==> src/rtl/palette_pkg.sv <==
`default_nettype none
// ============================================================================
//  Module      : palette_pkg
//  Description : Shared types and constants for the sprite palette bank:
//                colour struct, transparency key, fade FSM states and the
//                reset-time species palettes.
//  Revision    : 1.0 - initial release
// ============================================================================
package palette_pkg;

    // Colour channels at the native 4-bit depth used by the default table.
    typedef struct packed {
        logic [3:0] r;
        logic [3:0] g;
        logic [3:0] b;
    } rgb_t;

    localparam int c_DEF_BANKS   = 5;
    localparam int c_DEF_ENTRIES = 8;

    // Magenta-ish key colour that marks a pixel as see-through.
    localparam rgb_t KEY_RGB = 12'hE1E;

    typedef enum logic [1:0] {
        IDLE     = 2'd0,
        FADE_OUT = 2'd1,
        HOLD     = 2'd2,
        FADE_IN  = 2'd3
    } fade_state_t;

    // Five species palettes; entry 0 is the key colour in every bank so that
    // sprite backgrounds are transparent by default.
    localparam logic [11:0] DEFAULT_PALETTE [c_DEF_BANKS][c_DEF_ENTRIES] = '{
        '{12'hE1E, 12'hE1E, 12'hFFF, 12'hC94, 12'h8D4, 12'h4A2, 12'h963, 12'h222},
        '{12'hE1E, 12'h000, 12'hF80, 12'hC40, 12'h820, 12'hFD8, 12'hA64, 12'h555},
        '{12'hE1E, 12'hFFF, 12'h8CF, 12'h000, 12'h46A, 12'h9E4, 12'h2A2, 12'hDDD},
        '{12'hE1E, 12'h000, 12'hF0F, 12'hA0A, 12'h505, 12'hFFD, 12'hCC8, 12'h888},
        '{12'hE1E, 12'h000, 12'h4F4, 12'h2A2, 12'h8D4, 12'hC94, 12'hF44, 12'hAAA}
    };

    // Reset value of one palette slot; anything outside the table is key.
    function automatic rgb_t default_rgb(input int bank, input int entry);
        if (bank < c_DEF_BANKS && entry < c_DEF_ENTRIES)
            return rgb_t'(DEFAULT_PALETTE[3'(bank)][3'(entry)]);
        return KEY_RGB;
    endfunction

endpackage
`default_nettype wire

==> src/rtl/palette_fade_fsm.sv <==
`default_nettype none
// ============================================================================
//  Module      : palette_fade_fsm
//  Description : Frame-driven fade-to-black / hold / fade-in sequencer that
//                produces the brightness reduction applied to looked-up colours.
//  Revision    : 1.0 - initial release
// ============================================================================
module palette_fade_fsm
    import palette_pkg::*;
#(
    parameter int COLOR_W     = 4,
    parameter int FADE_STEP   = 4,
    parameter int HOLD_FRAMES = 30
) (
    input  logic               Clk,
    input  logic               Reset,
    input  logic               frame_tick,
    input  logic               fade_start,
    output logic [COLOR_W-1:0] fade_level,
    output logic               fade_busy,
    output logic               fade_dark
);

    localparam int c_CNT_MAX = (FADE_STEP > HOLD_FRAMES) ? FADE_STEP : HOLD_FRAMES;
    localparam int c_CNT_W   = $clog2(c_CNT_MAX + 1);

    localparam logic [COLOR_W-1:0] c_LVL_MAX_M1 = {{(COLOR_W-1){1'b1}}, 1'b0};
    localparam logic [COLOR_W-1:0] c_LVL_ONE    = COLOR_W'(1);
    localparam logic [c_CNT_W-1:0] c_STEP_LAST  = c_CNT_W'(FADE_STEP - 1);
    localparam logic [c_CNT_W-1:0] c_HOLD_LAST  = c_CNT_W'(HOLD_FRAMES - 1);

    fade_state_t        r_state,  w_state_nxt;
    logic [COLOR_W-1:0] r_level,  w_level_nxt;
    logic [c_CNT_W-1:0] r_cnt,    w_cnt_nxt;
    logic               r_dark,   w_dark_nxt;

    // State, level, shared tick counter and dark pulse registers.
    always_ff @(posedge Clk) begin
        if (Reset) begin
            r_state <= IDLE;
            r_level <= '0;
            r_cnt   <= '0;
            r_dark  <= 1'b0;
        end else begin
            r_state <= w_state_nxt;
            r_level <= w_level_nxt;
            r_cnt   <= w_cnt_nxt;
            r_dark  <= w_dark_nxt;
        end
    end

    // Next-state logic; only ticks seen outside IDLE advance the counter, so a
    // tick coincident with the start pulse is dropped.
    always_comb begin
        w_state_nxt = r_state;
        w_level_nxt = r_level;
        w_cnt_nxt   = r_cnt;
        w_dark_nxt  = 1'b0;
        case (r_state)
            IDLE: begin
                w_level_nxt = '0;
                if (fade_start) begin
                    w_state_nxt = FADE_OUT;
                    w_cnt_nxt   = '0;
                end
            end
            FADE_OUT: begin
                if (frame_tick) begin
                    if (r_cnt == c_STEP_LAST) begin
                        w_cnt_nxt   = '0;
                        w_level_nxt = r_level + c_LVL_ONE;
                        if (r_level == c_LVL_MAX_M1) begin
                            w_state_nxt = HOLD;
                            w_dark_nxt  = 1'b1;
                        end
                    end else begin
                        w_cnt_nxt = r_cnt + c_CNT_W'(1);
                    end
                end
            end
            HOLD: begin
                if (frame_tick) begin
                    if (r_cnt == c_HOLD_LAST) begin
                        w_cnt_nxt   = '0;
                        w_state_nxt = FADE_IN;
                    end else begin
                        w_cnt_nxt = r_cnt + c_CNT_W'(1);
                    end
                end
            end
            FADE_IN: begin
                if (frame_tick) begin
                    if (r_cnt == c_STEP_LAST) begin
                        w_cnt_nxt   = '0;
                        w_level_nxt = r_level - c_LVL_ONE;
                        if (r_level == c_LVL_ONE)
                            w_state_nxt = IDLE;
                    end else begin
                        w_cnt_nxt = r_cnt + c_CNT_W'(1);
                    end
                end
            end
            default: w_state_nxt = IDLE;
        endcase
    end

    assign fade_level = r_level;
    assign fade_busy  = (r_state != IDLE);
    assign fade_dark  = r_dark;

endmodule
`default_nettype wire

==> src/rtl/sprite_palette_bank.sv <==
`default_nettype none
// ============================================================================
//  Module      : sprite_palette_bank
//  Description : Multi-bank writable sprite palette with a two-stage lookup,
//                key-colour transparency and a saturating screen fade.
//  Revision    : 1.0 - initial release
// ============================================================================
module sprite_palette_bank
    import palette_pkg::*;
#(
    parameter int  INDEX_W     = 3,
    parameter int  BANKS       = 8,
    parameter int  COLOR_W     = 4,
    parameter int  FADE_STEP   = 4,
    parameter int  HOLD_FRAMES = 30,
    localparam int BANK_W      = $clog2(BANKS)
) (
    input  logic                   Clk,
    input  logic                   Reset,
    input  logic                   wr_en,
    input  logic [BANK_W-1:0]      wr_bank,
    input  logic [INDEX_W-1:0]     wr_index,
    input  logic [3*COLOR_W-1:0]   wr_rgb,
    input  logic                   rd_valid,
    input  logic [BANK_W-1:0]      rd_bank,
    input  logic [INDEX_W-1:0]     rd_index,
    input  logic                   frame_tick,
    input  logic                   fade_start,
    output logic                   out_valid,
    output logic [COLOR_W-1:0]     red,
    output logic [COLOR_W-1:0]     green,
    output logic [COLOR_W-1:0]     blue,
    output logic                   transparent,
    output logic                   fade_busy,
    output logic                   fade_dark
);

    localparam int c_ENTRIES = 2**INDEX_W;
    localparam int c_SLOTS   = 2**(BANK_W + INDEX_W);
    localparam int c_RGB_W   = 3*COLOR_W;

    // Rescale a native 4-bit channel to the configured channel depth.
    function automatic logic [COLOR_W-1:0] scale_chan(input logic [3:0] c);
        logic [31:0] v;
        v = {28'd0, c};
        if (COLOR_W >= 4) v = v << (COLOR_W - 4);
        else              v = v >> (4 - COLOR_W);
        return v[COLOR_W-1:0];
    endfunction

    function automatic logic [c_RGB_W-1:0] scale_rgb(input rgb_t c);
        return {scale_chan(c.r), scale_chan(c.g), scale_chan(c.b)};
    endfunction

    function automatic logic [COLOR_W-1:0] sat_sub(input logic [COLOR_W-1:0] a,
                                                   input logic [COLOR_W-1:0] b);
        return (a > b) ? (a - b) : '0;
    endfunction

    localparam logic [c_RGB_W-1:0] c_KEY = scale_rgb(KEY_RGB);

    logic [c_RGB_W-1:0] w_slot [c_SLOTS];
    logic [COLOR_W-1:0] w_fade_level;

    // The address space is padded to a power of two; slots whose bank is
    // beyond BANKS read as the key colour, which makes them transparent.
    for (genvar s = 0; s < c_SLOTS; s++) begin : g_slot
        localparam int c_BANK  = s / c_ENTRIES;
        localparam int c_ENTRY = s % c_ENTRIES;
        if (c_BANK < BANKS) begin : g_reg
            localparam logic [c_RGB_W-1:0] c_INIT = scale_rgb(default_rgb(c_BANK, c_ENTRY));
            logic [c_RGB_W-1:0] r_entry;
            logic               w_hit;
            assign w_hit = wr_en && (wr_bank == BANK_W'(c_BANK))
                                 && (wr_index == INDEX_W'(c_ENTRY));
            // Palette entry: default on reset, overwritten by a matching write.
            always_ff @(posedge Clk) begin
                if (Reset)      r_entry <= c_INIT;
                else if (w_hit) r_entry <= wr_rgb;
            end
            assign w_slot[s] = r_entry;
        end else begin : g_pad
            assign w_slot[s] = c_KEY;
        end
    end

    logic [BANK_W+INDEX_W-1:0] w_rd_addr;
    logic                      r_s1_valid;
    logic [c_RGB_W-1:0]        r_s1_rgb;

    assign w_rd_addr = {rd_bank, rd_index};

    // Stage 1: capture the entry; storage still holds the pre-write value
    // here, giving read-before-write on a same-cycle collision.
    always_ff @(posedge Clk) begin
        if (Reset) begin
            r_s1_valid <= 1'b0;
            r_s1_rgb   <= '0;
        end else begin
            r_s1_valid <= rd_valid;
            r_s1_rgb   <= w_slot[w_rd_addr];
        end
    end

    logic               w_trans;
    logic [COLOR_W-1:0] w_r, w_g, w_b;

    // Stage 2 colour math: key entries pass through, others are dimmed.
    always_comb begin
        w_trans = (r_s1_rgb == c_KEY);
        w_r     = r_s1_rgb[c_RGB_W-1 -: COLOR_W];
        w_g     = r_s1_rgb[2*COLOR_W-1 -: COLOR_W];
        w_b     = r_s1_rgb[COLOR_W-1:0];
        if (!w_trans) begin
            w_r = sat_sub(w_r, w_fade_level);
            w_g = sat_sub(w_g, w_fade_level);
            w_b = sat_sub(w_b, w_fade_level);
        end
    end

    // Stage 2 output registers.
    always_ff @(posedge Clk) begin
        if (Reset) begin
            out_valid   <= 1'b0;
            transparent <= 1'b0;
            red         <= '0;
            green       <= '0;
            blue        <= '0;
        end else begin
            out_valid   <= r_s1_valid;
            transparent <= w_trans;
            red         <= w_r;
            green       <= w_g;
            blue        <= w_b;
        end
    end

    palette_fade_fsm #(
        .COLOR_W     (COLOR_W),
        .FADE_STEP   (FADE_STEP),
        .HOLD_FRAMES (HOLD_FRAMES)
    ) u_fade (
        .Clk        (Clk),
        .Reset      (Reset),
        .frame_tick (frame_tick),
        .fade_start (fade_start),
        .fade_level (w_fade_level),
        .fade_busy  (fade_busy),
        .fade_dark  (fade_dark)
    );

endmodule
`default_nettype wire

==> config.mk <==
export PLATFORM = sky130hd
export DESIGN_NAME = sprite_palette_bank
export DESIGN_NICKNAME = d
export VERILOG_FILES = /design/src/rtl/palette_pkg.sv /design/src/rtl/palette_fade_fsm.sv /design/src/rtl/sprite_palette_bank.sv
export SDC_FILE = /design/constraint.sdc
export NUM_CORES = 2
export LEC_CHECK = 0
export ABC_CLOCK_PERIOD_IN_PS = 1850
export CORE_UTILIZATION = 57
export DETAILED_ROUTE_END_ITERATION = 8
export PLACE_DENSITY = 0.76
export SYNTH_ARGS = -nofsm -noshare
export SYNTH_HDL_FRONTEND = slang
export SYNTH_SLANG_ARGS = --single-unit
==> constraint.sdc <==
create_clock -name Clk -period 1.85 [get_ports Clk]
set_clock_uncertainty 0.05 [all_clocks]
set_input_delay 0.185 -clock Clk [delete_from_list [all_inputs] [get_ports Clk]]
set_output_delay 0.185 -clock Clk [all_outputs]
set_load 0.1 [all_outputs]
# After elaboration in Yosys (flattened, before gate mapping)
# Cells that the tools add are included.
dict set report totals {
  register_bits 807
  latchBits 0
  ram_bits 0
  romBits 0
  input_bits 30
  output_inout_bits 16
  elab_cells 306
  memories 0
}
dict set report op_classes {
  addsub 6
  n_mul 0
  div_mod_pow 0
  order_cmp 4
  n_eq_ne 32
  shift 0
  mux 79
  bitwise 4
  n_reduce_logical 106
}
# op n
set op_table {}
lappend op_table {{$mux W12} 50}
lappend op_table {{$bmux W12 S6} 1}
lappend op_table {{$logic_and A1 B1 Y1} 72}
lappend op_table {{$reduce_bool A2 Y1} 25}
lappend op_table {{$mux W4} 10}
lappend op_table {{$mux W5} 5}
lappend op_table {{$eq A3 B3 Y1 const B} 8}
lappend op_table {{$mux W2} 9}
lappend op_table {{$pmux W5 S3} 1}
lappend op_table {{$eq A12 B12 Y1 const B} 1}
lappend op_table {{$eq A3 B2 Y1 const B} 4}
lappend op_table {{$gt A4 B4 Y1} 3}
lappend op_table {{$ne A2 B1 Y1 const B} 6}
lappend op_table {{$pmux W4 S3} 1}
lappend op_table {{$sub A4 B4 Y4} 3}
lappend op_table {{$reduce_and A9 Y1} 1}
lappend op_table {{$ne A2 B2 Y1 const B} 4}
lappend op_table {{$pmux W2 S4} 1}
lappend op_table {{$ge A7 B7 Y1 const B} 1}
lappend op_table {{$not A6 Y7} 1}
lappend op_table {{$eq A3 B1 Y1 const B} 2}
lappend op_table {{$logic_not A3 Y1} 2}
lappend op_table {{$add A5 B1 Y5 const B} 1}
lappend op_table {{$eq A5 B2 Y1 const B} 1}
lappend op_table {{15 further kinds} 18}

# Longest topological paths before layout
dict set report logic_depth {
  ltp_word 5
  ltp_mapped 10
}

# Cells and area by module
# From an unflattened synthesis, not the netlist that was laid out.
dict set report hier_totals {
  hier_cells 3203
  hier_area_um2 34732.1
}
# mod n_inst cells_each area_each_um2 seq_area_each_um2
set by_module_without_submodules {}
lappend by_module_without_submodules {sprite_palette_bank 1 3112 33908.8 18798.0}
lappend by_module_without_submodules {palette_fade_fsm 1 91 823.3 240.2}

# Least setup slack after synthesis
# OpenSTA, ideal clock, no wires.
dict set report synth_path {
  path_kind {reg2reg}
  from {register u_fade.r_state[0]}
  to {register u_fade.r_state[0]}
  arrival_time_ps 2101
  required_time_ps 1669
  slack_ps -433
  path_stages_with_launch 9
  n_path_buf 1
  cell_sequence {dfxtp_1 inv_1 ha_1 inv_1 o22a_1 clkbuf_1 nand4_1 nor3_1 a211oi_1}
}
dict set report synth_via {
  elab_chain_cells 3
}
# element line
set synth_rtl {}
lappend synth_rtl {{start, declared} palette_fade_fsm.sv:32} ;# fade_state_t r_state, w_state_nxt;
lappend synth_rtl {{start signal, assigned} palette_fade_fsm.sv:45} ;# r_state <= w_state_nxt;
lappend synth_rtl {{$eq A2 B2 Y1 (tied with other cells)} palette_fade_fsm.sv:59} ;# case (r_state)
lappend synth_rtl {{$ne A2 B1 Y1 (no line) or $ne A2 B2 Y1 (tied branches)} n/a}
lappend synth_rtl {{$reduce_and A9 Y1 (no line)} n/a}
# Several ways; a longest one is shown, not always the timed one.
# A chain may end at the register's enable or synchronous reset.

# Worst setup path after layout
dict set report layout_path {
  from {register u_fade.r_cnt[0]}
  to {register u_fade.r_state[0]}
}
dict set report layout_via {
  elab_chain_cells 3
}
# element line
set layout_rtl {}
lappend layout_rtl {{start, declared} palette_fade_fsm.sv:34} ;# logic [c_CNT_W-1:0] r_cnt, w_cnt_nxt;
lappend layout_rtl {{start signal, assigned} palette_fade_fsm.sv:47} ;# r_cnt <= w_cnt_nxt;
lappend layout_rtl {{$eq A5 B5 Y1 or $eq A5 B2 Y1 (tied branches)} {palette_fade_fsm.sv:83, palette_fade_fsm.sv:69, palette_fade_fsm.sv:93}}
lappend layout_rtl {{$ne A2 B1 Y1 (no line)} n/a}
lappend layout_rtl {{$reduce_and A9 Y1 (no line) *} n/a}
# Every way passes the cells marked *; elsewhere a longest branch is shown, timed or not.

==> run_results.csv <==
group,metric,value,unit
status,failed_checks,"setup timing",
clock_network,numCtsBuffers,84,
final_layout,final_util,0.699,
final_layout,area_delta_synth_final,20.2,%
logic_synthesis,synth_area,0.0346,mm^2
timing,worst_pin_slew,0.962,ns
critical_path,reg2reg_from,"u_fade.r_cnt[0]",
global_routing,use_met2,0.548,
global_routing,antenna_found_initial,1,
critical_path,crit_type,"reg -> reg",
critical_path,cp_slowest_cell,"or4b_4",
die,initial_utilization,0.581,
route,vias,26900,
worst_hold_path,hold_class,"in -> reg",
timing,max_freq,523,MHz
status,status,"complete, but fails checks",
logic_synthesis,synth_commonest_cells,"955 x nand2_1, 519 x dfxtp_1, 288 x edfxtp_1, 245 x nand3b_1, 219 x a21oi_1",
timing,finalSetupViolCount,7,
clock_network,root_buffer,"clkbuf_16",
placement,dp_cells,4107,
global_routing,grt_pass1_vias,26800,
power_and_ir_drop,ir_drop,0.000761,V
die,rows,89,
route,avgRoutedWirePerCell,24.6,um
critical_path,reg2reg_slack,-0.06,ns
logic_synthesis,async_reset_ff_frac,0,
critical_path,regToRegEndpoint,"u_fade.r_state[0]",
route,drt-vias-per-instance,6.29,
clock_network,clkLatencyLatePin,0.65,ns
critical_path,reg2reg_depth,6,
placement,dpl.hpwl,68500,um
timing,whs,0.00983,ns
critical_path,critPathLaunch,"u_fade.r_cnt[0]",
logic_synthesis,synth_top_area_share,0.301,
clock_network,cts_sinks,807,
logic_synthesis,avgSynthCellArea,10.7,um^2
logic_synthesis,synth_flop_cell,"dfxtp_1",
clock_network,clk_pin_slew,0.07,ns
power_and_ir_drop,powerDensity,1020,mW/mm^2
die,die_x,248,um
placement,place_congestion,0.987,
global_routing,top_usage_layer,"met2",
final_layout,fin_cells,4275,
global_routing,grt_pass1_wl,160000,um
critical_path,worstPathCellList,"ha_2, or4b_4, o41ai_4, nand4_1, nor3_2, a211oi_2",
global_routing,grtUsageMet1,0.473,
route,drt-total-wl,105000,um
global_routing,grt_max_degree,222,
placement,place_ws,-0.641,ns
critical_path,cp-start-kind,"register",
critical_path,crit_path_max_incr_delay,0.51,ns
power_and_ir_drop,total_leakage_power,16.0,nW
final_layout,drive_gt1_frac,0.221,
timing,slew_violations,0,
global_routing,grtUsageTotal,0.348,
route,drtAntennaViolNets,0,
critical_path,critPathRequiredTime,2.31,ns
timing,finalCritPeriodShare,1.03,
die,core_area,0.0595,mm^2
route,drtPass1Iterations,8,
critical_path,critPathCapture,"u_fade.r_state[0]",
logic_synthesis,syn_nets,3274,
timing,period_minus_slack,1.91,ns
timing,fin_setup_tns,-0.185,ns
final_layout,num_antenna_cells,0,
timing,relSlewSlack,0.359,
job,drv_cap,0,
logic_synthesis,synthCells,3218,
logic_synthesis,ys_warn_count,0,
global_routing,grtUsageMet3,0.0697,
logic_synthesis,synth-seq-cells,807,
global_routing,globalRoute.totalOverflow,0,
die,io_pins,46,
critical_path,crit_arrival,2.37,ns
clock_network,cts_tree,"yes",
route,drtIter0Drc,3252,
clock_network,cts_buffer_depth,3,
timing,hold_viol_final,0,
critical_path,crit_fanout,5,
logic_synthesis,synth.largest_area_cell,"dfxtp_1",
logic_synthesis,yosys-top-cells-area,"dfxtp_1 30%, edfxtp_1 25%, mux4_2 12%",
critical_path,endpoint_kind,"register",
logic_synthesis,synth_edf_count,288,
clock_network,htreeDepth,3,
logic_synthesis,ys_seq_area_frac,0.551,
logic_synthesis,synth_most_common_cell,"nand2_1",
die,die-area,0.0616,mm^2
final_layout,finish.net_count,3486,
timing,setup_ws,-0.0610,ns
die,die_h,248,um
route,drc,0,
logic_synthesis,synth_cell_types,64,
timing,rsz0062_at_grt,"true",
placement,port_buffers,45,
## power breakdown
group | total (mW) | switching, mW | internal, mW
logic | 5.53 | 3.31 | 2.22
registers | 19.5 | 0.317 | 19.2
clock network | 17.2 | 7.18 | 9.98
## how the worst min path moves through the flow
stage	start	endpoint	slack (ns)	cells after the start
2_1_floorplan	wr_rgb[0]	g_slot[12].g_reg.r_entry[0]	0.23	0
3_3_place_gp	r_s1_valid	out_valid	0.37	1
3_5_place_dp	r_s1_valid	out_valid	0.38	1
4_1_cts	wr_rgb[7]	g_slot[26].g_reg.r_entry[7]	0.001	4
5_1_grt	wr_rgb[4]	g_slot[23].g_reg.r_entry[4]	0.02	2
6_report	wr_rgb[7]	g_slot[26].g_reg.r_entry[7]	0.01	4
## per-layer routing
layer  part of all wire  wire length (um)  up-vias
met1               0.39             40600    13200
met3               0.11             11500      319
met4              0.042              4420        2
li1                   -                 -    11700
met5            0.00010                11        -
met2               0.46             48700     1602
## flip-flops by register name, indices dropped and copies added (netlist names)
signal                flops
u_fade.r_cnt              5
g_slot.g_reg.r_entry    768
green                     4
transparent               1
u_fade.fade_dark          1
r_s1_rgb                 12
u_fade.fade_level         4
blue                      4
r_s1_valid                1
u_fade.r_state            2
out_valid                 1
red                       4
## timing repair
item | 4_1_cts | 5_1_grt
gates cloned | 0 | 0
pin swaps | 9 | 12
endpoints found under the setup margin | 20 | 26
hold endpoints to repair | 37 | 0
setup buffers | 1 | 4
resized for setup | 28 | 35
hold buffers | 5 | 0
## worst max-delay path: cells and delay by family (launching register included)
kind	cells	cell delay (ns)
AO/OA/AOI/OAI	2	0.28
adder cells (fa/ha/maj)	1	0.16
flip-flops	1	0.33
AND/OR/NAND/NOR	3	0.97
## placed cells by master, fill, tap and decap left out, types with 7 or more instances in the layout
cell type	n
edfxtp_1	288
a221oi_1	9
mux2i_1	52
mux2_2	14
clkbuf_16	91
dfxtp_2	9
xor2_1	9
a21o_1	25
clkbuf_8	14
buf_2	12
nand4_1	9
nor2_1	111
nand2b_1	10
o21ai_0	25
dfxtp_1	509
inv_1	19
a211oi_1	16
nand3_1	24
o22ai_1	30
a211o_1	13
o21bai_1	7
clkinv_2	11
clkdlybuf4s50_1	13
nor2b_1	34
nand2_1	954
nand3b_1	245
mux4_2	183
clkbuf_1	26
buf_4	267
buf_12	94
nor3_1	12
ha_1	18
a21oi_1	217
## layout make-up
| cell class | count | area, um^2 |
|---|---|---|
| Clock buffer | 130 | 2550 |
| Clock inverter | 28 | 256 |
| Fill cell | 4070 | 17900 |
| Inverter | 26 | 101 |
| Multi-Input combinational cell | 2115 | 14400 |
| Sequential cell | 807 | 19100 |
| Tap cell | 773 | 967 |
| Timing Repair Buffer | 396 | 4190 |
## cell families after synthesis
group                    count (synthesis)  synth area share
AND/OR/NAND/NOR                       1430             0.190
flip-flops                             807             0.551
AO/OA/AOI/OAI                          397            0.0683
buffers and inverters                  296            0.0373
multiplexers                           252             0.141
adder cells (fa/ha/maj)                 26            0.0101
XOR/XNOR                                10           0.00253
## through the flow
step                      area (um^2)  total power, mW
after floorplan                 34600             23.0
after global placement          38500             24.8
after detailed placement        38500             25.0
after CTS                       41400             42.1
after global routing            41500             43.3
final                           41500             42.2
No activity file was read; power rests on OpenSTA's default activity.
